===== config.mk =====
export PLATFORM = sky130hd
export DESIGN_NAME = bp_resolve_fifo
export DESIGN_NICKNAME = d
export VERILOG_FILES = /design/src/rtl/bp_resolve_fifo.sv
export SDC_FILE = /design/constraint.sdc
export NUM_CORES = 1
export LEC_CHECK = 0
export CORE_MARGIN = 5
export CORE_UTILIZATION = 45
export DETAILED_ROUTE_END_ITERATION = 10
export GPL_TIMING_DRIVEN = 0
export PLACE_DENSITY = 0.7
export SETUP_SLACK_MARGIN = 0.4
export SYNTH_ARGS = -nofsm -noshare
export SYNTH_HDL_FRONTEND = slang
export SYNTH_SLANG_ARGS = --single-unit

===== constraint.sdc =====
create_clock -name clk -period 2.7 [get_ports clk]
set_input_delay 0.54 -clock clk [delete_from_list [all_inputs] [get_ports clk]]
set_output_delay 0.54 -clock clk [all_outputs]
set_load 0.005 [all_outputs]

===== src/rtl/bp_resolve_fifo.sv =====
// bp_resolve_fifo: in-order FIFO of predicted branches for the gshare predictor.
// Fetch pushes {alias, predicted direction}. Execute resolves the oldest entry.
// The block emits a registered predictor-update bundle and a mispredict pulse.
// A mispredict or an external flush discards every remaining entry.
// Optional build macro BP_RESOLVE_STATS_EN adds saturating branch and
// mispredict counters (stat_branches, stat_mispred).
module bp_resolve_fifo #(
  parameter int DEPTH   = 8,
  parameter int ALIAS_W = 6,
  parameter int CNT_W   = 4
) (
  input  logic               clk,
  input  logic               reset,
  input  logic               push,
  input  logic [ALIAS_W-1:0] push_alias,
  input  logic               push_pred,
  input  logic               resolve,
  input  logic               resolve_taken,
  input  logic               flush,
  output logic               prev_is_BR,
  output logic               prev_BR_result,
  output logic [ALIAS_W-1:0] prev_BR_alias,
  output logic               mispredict,
  output logic               full,
  output logic               empty,
  output logic [CNT_W-1:0]   count
`ifdef BP_RESOLVE_STATS_EN
  ,
  output logic [15:0]        stat_branches,
  output logic [15:0]        stat_mispred
`endif
);

  localparam int PTR_W = $clog2(DEPTH);

  typedef struct packed {
    logic [ALIAS_W-1:0] br_alias;
    logic               pred;
  } entry_t;

  entry_t             mem [DEPTH];
  logic [PTR_W-1:0]   rd_ptr;
  logic [PTR_W-1:0]   wr_ptr;
  entry_t             head;
  logic               pop_ok;
  logic               squash;
  logic               push_ok;

  assign empty = (count == '0);
  assign full  = (count == CNT_W'(DEPTH));

  // Decode pop, squash and accepted push from the current state and requests.
  always_comb begin
    head    = mem[rd_ptr];
    pop_ok  = resolve && !empty;
    squash  = pop_ok && (head.pred ^ resolve_taken);
    // A push is discarded when it lands on wrong-path state (squash or flush).
    push_ok = push && (!full || pop_ok) && !squash && !flush;
  end

  // Entry storage write.
  // NOTE: the storage array is not reset; entries are only read once the
  // pointers and count say they are valid, so clearing them buys nothing.
  always_ff @(posedge clk) begin
    if (!reset && push_ok) begin
      mem[wr_ptr] <= '{br_alias: push_alias, pred: push_pred};
    end
  end

  // Pointer and occupancy bookkeeping; squash/flush collapse the queue.
  // NOTE: sequential state uses non-blocking assignments so every register
  // samples the pre-edge values of its peers, regardless of block order.
  always_ff @(posedge clk) begin
    if (reset) begin
      rd_ptr <= '0;
      wr_ptr <= '0;
      count  <= '0;
    end else if (squash || flush) begin
      rd_ptr <= wr_ptr;
      count  <= '0;
    end else begin
      if (pop_ok)  rd_ptr <= rd_ptr + PTR_W'(1);
      if (push_ok) wr_ptr <= wr_ptr + PTR_W'(1);
      case ({push_ok, pop_ok})
        2'b10:   count <= count + CNT_W'(1);
        2'b01:   count <= count - CNT_W'(1);
        default: count <= count;
      endcase
    end
  end

  // Registered predictor-update bundle; strobes pulse for one cycle per pop.
  always_ff @(posedge clk) begin
    if (reset) begin
      prev_is_BR     <= 1'b0;
      prev_BR_result <= 1'b0;
      prev_BR_alias  <= '0;
      mispredict     <= 1'b0;
    end else begin
      prev_is_BR     <= pop_ok;
      prev_BR_result <= pop_ok && resolve_taken;
      mispredict     <= squash;
      if (pop_ok) prev_BR_alias <= head.br_alias;
    end
  end

`ifdef BP_RESOLVE_STATS_EN
  // Saturating counts of resolved branches and mispredictions.
  always_ff @(posedge clk) begin
    if (reset) begin
      stat_branches <= '0;
      stat_mispred  <= '0;
    end else begin
      if (pop_ok && stat_branches != 16'hFFFF) stat_branches <= stat_branches + 16'd1;
      if (squash && stat_mispred != 16'hFFFF)  stat_mispred  <= stat_mispred + 16'd1;
    end
  end
`endif

endmodule


# Word level (Yosys, flattened, before mapping)
# Memories as Yosys holds them, arrays and structs flattened. A register that Yosys moved wholly into a read port is not among the register bits.
# Cells that the tools add are included.
# classes
add_sub_neg,4
n_eq_ne,3
n_mux,7
n_bitwise,2
reduce_logical,19
# ops
operator,n
3-bit two-way mux,4
4-bit one-hot mux with 2 select lines,1
1-bit logical AND,7
3-bit by 1-bit adder with 3-bit output (second input constant),2
1-bit zero test,5
4-bit by 1-bit adder with 4-bit output (second input constant),1
4-bit == test (second input constant),1
4-bit zero test,1
2-bit nonzero test,2
4-bit by 1-bit subtractor with 4-bit output (second input constant),1
2-bit by 1-bit == test with 1-bit output (second input constant),1
2-bit == test (second input constant),1
1-bit logical OR,2
1-bit two-way mux,2
2-bit AND reduction,1
2-bit OR reduction,1
1-bit NOT,1
1-bit XOR,1
# totals
register_bits,19
ramBits,56
input_bits,13
output_inout_bits,15
mem_count,1
# memory_table
memory,depth,width,rd,rd_clocked_by_memory_dff,wr,line_no,text
mem,8,7,1,1,1,41,entry_t mem [DEPTH];

# Depth between registers and ports, before layout
# Gate-level depths: netlist (run 1).
# logic_depth
word_depth,10
ltp_mapped,15

# Worst setup path before layout (run 1)
# Ideal clock, no wire load.
# synth_timing
path_type,reg-to-reg
startpoint,register with a tool-made name
endpoint,register count[3]
setup_time_ps,92
arrival_time_ps,2582
slack_ps,27
stages_incl_launch_ff,15
n_path_buf,1
period_less_slack_ps,2673
path_cell_list,dfxtp_1 -> buf_1 -> nand3b_1 -> nand4_2 -> xnor2_2 -> a211oi_4 -> inv_1 -> ha_1 -> ha_1 -> a21o_1 -> a21oi_1 -> xnor2_1 -> nor2_1 -> xnor2_1 -> nor4_1
# synth_lines
element,line_no,text
"end signal, assigned",85,2'b10: count <= count + CNT_W'(1);
"end signal, assigned",86,2'b01: count <= count - CNT_W'(1);
"end signal, assigned",87,default: count <= count;
"end, declared",26,output logic [CNT_W-1:0] count

==> results of run 1 <==
cells in the final DEF (no fill, tap or decap), drive strengths merged, types with 12 or more instances in the layout:
master          n
clkdlybuf4s50  26
mux4           12
buf            24
dfxtp          22
mux2i          12
clkbuf         13
nor2           18
edfxtp         56
worst max-delay path, cell delays in order (launching register included):
cell	delay, ns
dfxtp_2	0.33
buf_6	0.12
mux2i_1	0.21
nand3_1	0.13
nand4_4	0.16
xnor2_4	0.09
a211oi_4	0.24
inv_2	0.07
ha_4	0.18
ha_4	0.20
a21o_1	0.15
a21oi_2	0.12
xnor2_1	0.12
nor2_1	0.07
xnor2_1	0.12
nor4_1	0.19
worst paths after layout:
| path | slack (ns) | from | cells after the start | endpoint |
|---|---|---|---|---|
| hold / removal | 0.50 | prev_BR_alias[1]$_SDFFE_PP0P_ | 2 | prev_BR_alias[1]$_SDFFE_PP0P_ |
| setup reg to reg | 0.08 | register | 15 | count[3]$_SDFFE_PP0P_ |
| hold reg to reg | 0.50 | prev_BR_alias[1]$_SDFFE_PP0P_ | 2 | prev_BR_alias[1]$_SDFFE_PP0P_ |
| setup / recovery | 0.08 | register | 15 | count[3]$_SDFFE_PP0P_ |
cell families after synthesis:
group           after synthesis  share of synthesized area, %
fa+ha+maj                     6                          2.55
buf+inv                      18                          2.74
compound gates               22                          5.25
flops                        78                          65.5
xor+xnor                      7                          2.12
mux                          26                          12.7
simple gates                 54                          9.15
power groups by stage:
stage                     Sequential (mW)  Combinational, mW  Clock [mW]
after floorplan                      1.34              0.164           0
after global placement               1.34              0.243           0
after detailed placement             1.34              0.249           0
after CTS                            1.32              0.276       0.873
after global routing                 1.32              0.319       0.925
final                                1.32              0.296       0.862
registers in the layout, summed over array words and instances (netlist names), named ones only:
signal and count:
prev_BR_alias 6, wr_ptr 3, mispredict 1, count 4, rd_ptr 3, mem 56
prev_BR_result 1, prev_is_BR 1
layout make-up:
class	count	area, um^2	area share, %
buffer	11	78.8	1.88
clock buffer	9	124	2.95
inverter	7	26.3	0.625
multi-input combinational	115	1220	29.0
timing repair buffer	44	434	10.3
tap	99	124	2.95
sequential	78	2120	50.6
clock inverter	7	72.6	1.73
routing by layer:
| layer | up-vias | track usage, % | share of wire, % |
|---|---|---|---|
| met5 | - | 0 | 0 |
| met4 | 0 | 9.25 | 1.7 |
| met3 | 11 | 2.07 | 5.6 |
| met2 | 60 | 24.0 | 52 |
| met1 | 970 | 19.8 | 40 |
| li1 | 924 | - | - |
repair_timing:
action                     4_1_cts  5_1_grt
pin swaps                        8        4
setup endpoints to repair       59       60
gates resized for setup         17       13
cloned                           0        0
setup buffers                   10        5
==> results.ini, run 1 <==
[clock_network]
cts_tree = built
clockBufferDepth = 2
cts_buffers = 9
cts_hold_buf = 0
cts_sinks = 78
root_buffer = clkbuf_8
h-tree-depth = 3
clock_latency_ns = 0.35
cts.clk_slew.worst_paths_ns = 0.09

[placement]
portBuffers = 27
dp_hpwl_mm = 4.21
dpl_worst_slack_ns = -0.589
place_inst = 339
dpl_cell_area_um2 = 3720
gp_congestion = 0.849

[critical_path]
critPathMaxFanout = 5
arrival_ns = 2.88
crit_type = reg -> reg
endpoint_kind = register
start_kind = register
crit_required_ns = 2.96

[timing]
max_freq_ghz = 0.382
timing.slew.headroom_pct = 50.4
tns_ns = 0
rsz0062_at_grt = true
finalHoldViolCount = 0
setup_ws_ns = 0.0789
finalCriticalPeriod_ns = 2.62
finalMaxSlewViolations = 0
tightest_slew_ns = 0.744
finalCritPeriodShare_pct = 97.1
fin_skew_ns = 0.0128
setup_viol = 0
hold_slack_ns = 0.500

[synth]
synthArstFlopShare_pct = 0
synth_most_common_cell = edfxtp_1
syn_area_um2 = 3240
synth_nets = 230
yosysTopAreaCell = edfxtp_1
synth_seq_cells = 78
synth_edf_count = 56
synth_common_cells = 56 x edfxtp_1, 22 x dfxtp_1, 17 x nor2_1
synth.distinct_cells = 43
synth_top_flop_cell = edfxtp_1
synthTopCellsByArea = edfxtp_1 52%, dfxtp_1 14%, mux4_2 8.3%, mux2i_1 3.7%, nor2_1 2.0%
syn_inst = 211
synth.top_cell.area_share_pct = 51.9
ys_warn_count = 0
synth_area_per_cell_um2 = 15.4
ys_seq_area_share_pct = 65.5

[routing]
via_per_inst = 5.31
drc = 0
wire_per_inst_um = 17.8
first_iter_violations = 64
vias = 1965
routed_wl_mm = 6.58
drtPass1Iterations = 4
ant_nets = 0

[finish]
stdcell_count = 370
nNetsFinal = 285
drive_gt1_share_pct = 28.8
fin_area_um2 = 4200
syn_to_final_growth_pct = 29.6
fillCellCount = 549
diodes = 0
utilization_pct = 58.9

[floorplanning]
ios = 28
die_h_um = 94.9
die_w_um = 94.9
fp-row-count = 31
die-area_um2 = 9000
start_util_pct = 45.4
core_um2 = 7140

[min_path]
hold_class = reg -> reg

[power_and_ir_drop]
p_switching_mw = 0.598
peakVddDrop_uv = 223
powerDensity_nw_per_um2 = 589
p_total_mw = 2.48
p_sw_share_pct = 24.2
clkPwrFrac_pct = 34.8
leakagePower_nw = 1.36
seqPwrFrac_pct = 53.2
p_int_mw = 1.88
combPwrFrac_pct = 12.0

[run]
cap_violations = 0

[grt]
first_global_vias = 1928
grt_max_degree = 15
overflow = 0
grt_first_pass_wirelength_mm = 10.0
grt_use_total_pct = 15.2
antenna_found_initial = 0

[run_status]
outcome = complete, no violations

Power figures use the tool's default switching activity.
==> inputs of run 2 (changes only) <==
--- a/config.mk
+++ b/config.mk
@@ -7,6 +7,7 @@
 export LEC_CHECK = 0
 export CORE_MARGIN = 5
 export CORE_UTILIZATION = 45
+export CTS_CLUSTER_DIAMETER = 50
 export DETAILED_ROUTE_END_ITERATION = 10
 export GPL_TIMING_DRIVEN = 0
 export PLACE_DENSITY = 0.7
==> results of run 2 <==
Same layout as run 1: the final DEF is identical, and so are final timing and power.
==> inputs of run 3 (changes only) <==
--- a/config.mk
+++ b/config.mk
@@ -6,11 +6,11 @@
 export NUM_CORES = 1
 export LEC_CHECK = 0
 export CORE_MARGIN = 5
-export CORE_UTILIZATION = 45
+export CORE_UTILIZATION = 33
 export CTS_CLUSTER_DIAMETER = 50
 export DETAILED_ROUTE_END_ITERATION = 10
 export GPL_TIMING_DRIVEN = 0
-export PLACE_DENSITY = 0.7
+export PLACE_DENSITY = 0.55
 export SETUP_SLACK_MARGIN = 0.4
 export SYNTH_ARGS = -nofsm -noshare
 export SYNTH_HDL_FRONTEND = slang
==> results.ini, run 3 (synthesis results as in run 1) <==
[critical_path]
max_stage_delay_ns = 0.46  ; +0.13 ns
r2r_setup_slack_ns = 0.07  ; about the same
timing.rr.end = mem[5][0]$_DFFE_PP_
path_buf_inv = 3  ; +1
slowest_stage = o2111ai_1
reg2reg_depth = 9  ; -6
critPathMaxFanout = 7  ; +2
crit_chain = buf_6 > mux2i_1 > nand3_1 > nand4_4 > buf_4 > xor2_1 > o2111ai_1 > nor3b_4 > buf_12
crit_type = reg -> reg
crit_required_ns = 2.77  ; -0.19 ns
arrival_ns = 2.70  ; -0.18 ns
start_kind = register
endpoint_kind = register
critical-path-top-delay-family = simple AND/OR/NAND/NOR gates
worstSetupPathDepth = 9  ; -6

[min_path]
min_from = prev_BR_alias[5]$_SDFFE_PP0P_
whs_path_depth = 2  ; unchanged
hold_class = reg -> reg
hold_path_end = prev_BR_alias[5]$_SDFFE_PP0P_

[floorplanning]
start_util_pct = 33.5  ; -12 points
core_um2 = 9680  ; +36%
die_h_um = 109  ; +15%
ios = 28  ; unchanged
die-area_um2 = 11900  ; +32%
die_w_um = 109  ; +15%
fp-row-count = 36  ; +16%

[timing]
finalMaxSlewViolations = 0  ; unchanged
finalCritPeriodShare_pct = 97.2  ; +0.15 points
tightest_slew_ns = 0.893  ; +0.149 ns
max_freq_ghz = 0.381  ; -0.15%
fin_skew_ns = 0.0121  ; -0.000737 ns
finalCriticalPeriod_ns = 2.63  ; +0.00406 ns
setup_ws_ns = 0.0748  ; -0.00406 ns
hold_slack_ns = 0.499  ; -0.000621 ns
timing.slew.headroom_pct = 40.4  ; -10 points
finalHoldViolCount = 0  ; unchanged
setup_viol = 0  ; unchanged
rsz0062_at_grt = true

[clock_network]
cts_tree = built
cts_buffers = 9  ; unchanged
root_buffer = clkbuf_8
clockBufferDepth = 2  ; unchanged
clock_latency_ns = 0.36  ; about the same
cts_sinks = 78  ; unchanged
cts.clk_slew.worst_paths_ns = 0.08  ; about the same
cts_hold_buf = 0  ; unchanged
h-tree-depth = 3  ; unchanged

[routing]
via_per_inst = 4.88  ; -8.1%
vias = 1962  ; -0.15%
routed_wl_mm = 6.66  ; +1.3%
first_iter_violations = 47  ; -27%
wire_per_inst_um = 16.6  ; -6.8%
drc = 0  ; unchanged
drtPass1Iterations = 4  ; unchanged
ant_nets = 0  ; unchanged

[placement]
dp_hpwl_mm = 4.32  ; +2.6%
place_inst = 373  ; +10%
dpl_worst_slack_ns = -0.669  ; -0.0794 ns
gp_congestion = 0.759  ; -11%
portBuffers = 27  ; unchanged

[finish]
largest_reg_flops = 56  ; unchanged
nNetsFinal = 283  ; -0.70%
largest_register = mem
layout_commonest_cell = edfxtp_1
utilization_pct = 43.8  ; -15 points
drive_gt1_share_pct = 28.6  ; -0.16 points
seq_area_um2 = 2130  ; about the same
stdcell_count = 402  ; +8.6%
top_regs = mem: 56 flops, prev_BR_alias: 6 flops, count: 4 flops
multi_input_comb_area_um2 = 1210  ; -0.82%
fillCellCount = 867  ; +58%
diodes = 0  ; unchanged
final_cell_mix = 56 x edfxtp_1, 26 x clkdlybuf4s50_1, 19 x dfxtp_1
syn_to_final_growth_pct = 30.9

[grt]
grt_first_pass_wirelength_mm = 10.6  ; +6.0%
overflow = 0  ; unchanged
antenna_found_initial = 0  ; unchanged
grt_use_total_pct = 12.3  ; -2.9 points
grt_max_degree = 15  ; unchanged
first_global_vias = 2003  ; +3.9%

[run_status]
outcome = complete, no violations

[power_and_ir_drop]
leakagePower_nw = 1.34  ; -1.0%
powerDensity_nw_per_um2 = 585  ; -0.72%
p_total_mw = 2.48  ; +0.26%
peakVddDrop_uv = 267  ; +20%

[run]
cap_violations = 0  ; unchanged

-- run 3: cell types whose count changed in the layout (fill, tap and decap cells not counted), sizes merged --
| cell | previous run | this run |
|---|---|---|
| clkbuf | 13 | 15 |
| clkinvlp | 1 | 2 |
| buf | 24 | 21 |
| clkinv | 4 | 2 |
-- run 3: layer usage --
metal  global-route usage (%)  up-vias  wire length (um)
met3                     2.72       12               320
met1                     15.7      979              2950
met2                     18.9       55              3240
met5                        0        -                 0
met4                     7.30        0               162
li1                         -      916                 -
-- run 3: where the power goes --
group | internal, mW | leakage (nW) | switching, mW
Combinational | 0.139 | 0.567 | 0.143
Clock | 0.434 | 0.0931 | 0.449
Sequential | 1.30 | 0.685 | 0.0141
-- run 3: worst reg2reg max path, stage by stage (launching register included) --
cell       delay [ns]
dfxtp_2          0.33
buf_6            0.12
mux2i_1          0.19
nand3_1          0.13
nand4_4          0.15
buf_4            0.12
xor2_1           0.34
o2111ai_1        0.46
nor3b_4          0.35
buf_12           0.16
-- run 3: worst max-delay path by stage --
| stage | startpoint | end | slack [ns] |
|---|---|---|---|
| 6_report | register | mem[5][0]$_DFFE_PP_ | 0.07 |
| 5_1_grt | register | count[3]$_SDFFE_PP0P_ | -0.11 |
| 4_1_cts | register | count[3]$_SDFFE_PP0P_ | 0.11 |
| 3_5_place_dp | flush | mem[6][2]$_DFFE_PP_ | -0.67 |
| 3_3_place_gp | flush | mem[0][2]$_DFFE_PP_ | -1.23 |
| 2_1_floorplan | register | count[3]$_SDFFE_PP0P_ | 0.16 |
-- run 3: through the flow --
step                      TNS (ns)  cell area (um^2)
final                            0              4240
after global routing         -1.38              4240
after global placement      -35.80              3740
after floorplan                  0              3300
after CTS                        0              4200
after detailed placement    -21.57              3760
-- run 3: timing repair --
| item | 4_1_cts | 5_1_grt |
|---|---|---|
| buffers inserted | 11 | 2 |
| endpoints found under the setup margin | 59 | 60 |
| pin swaps | 9 | 2 |
| gates resized for setup | 20 | 6 |
-- run 3: layout make-up --
cell class | count | share of cell area [%]
clock buffers | 10 | 3.01
multi-input cells | 115 | 28.5
repair buffers | 42 | 10.5
inverters | 7 | 0.619
well taps | 133 | 3.92
plain buffers | 11 | 1.74
flip-flops and latches | 78 | 50.1
clock inverters | 6 | 1.68
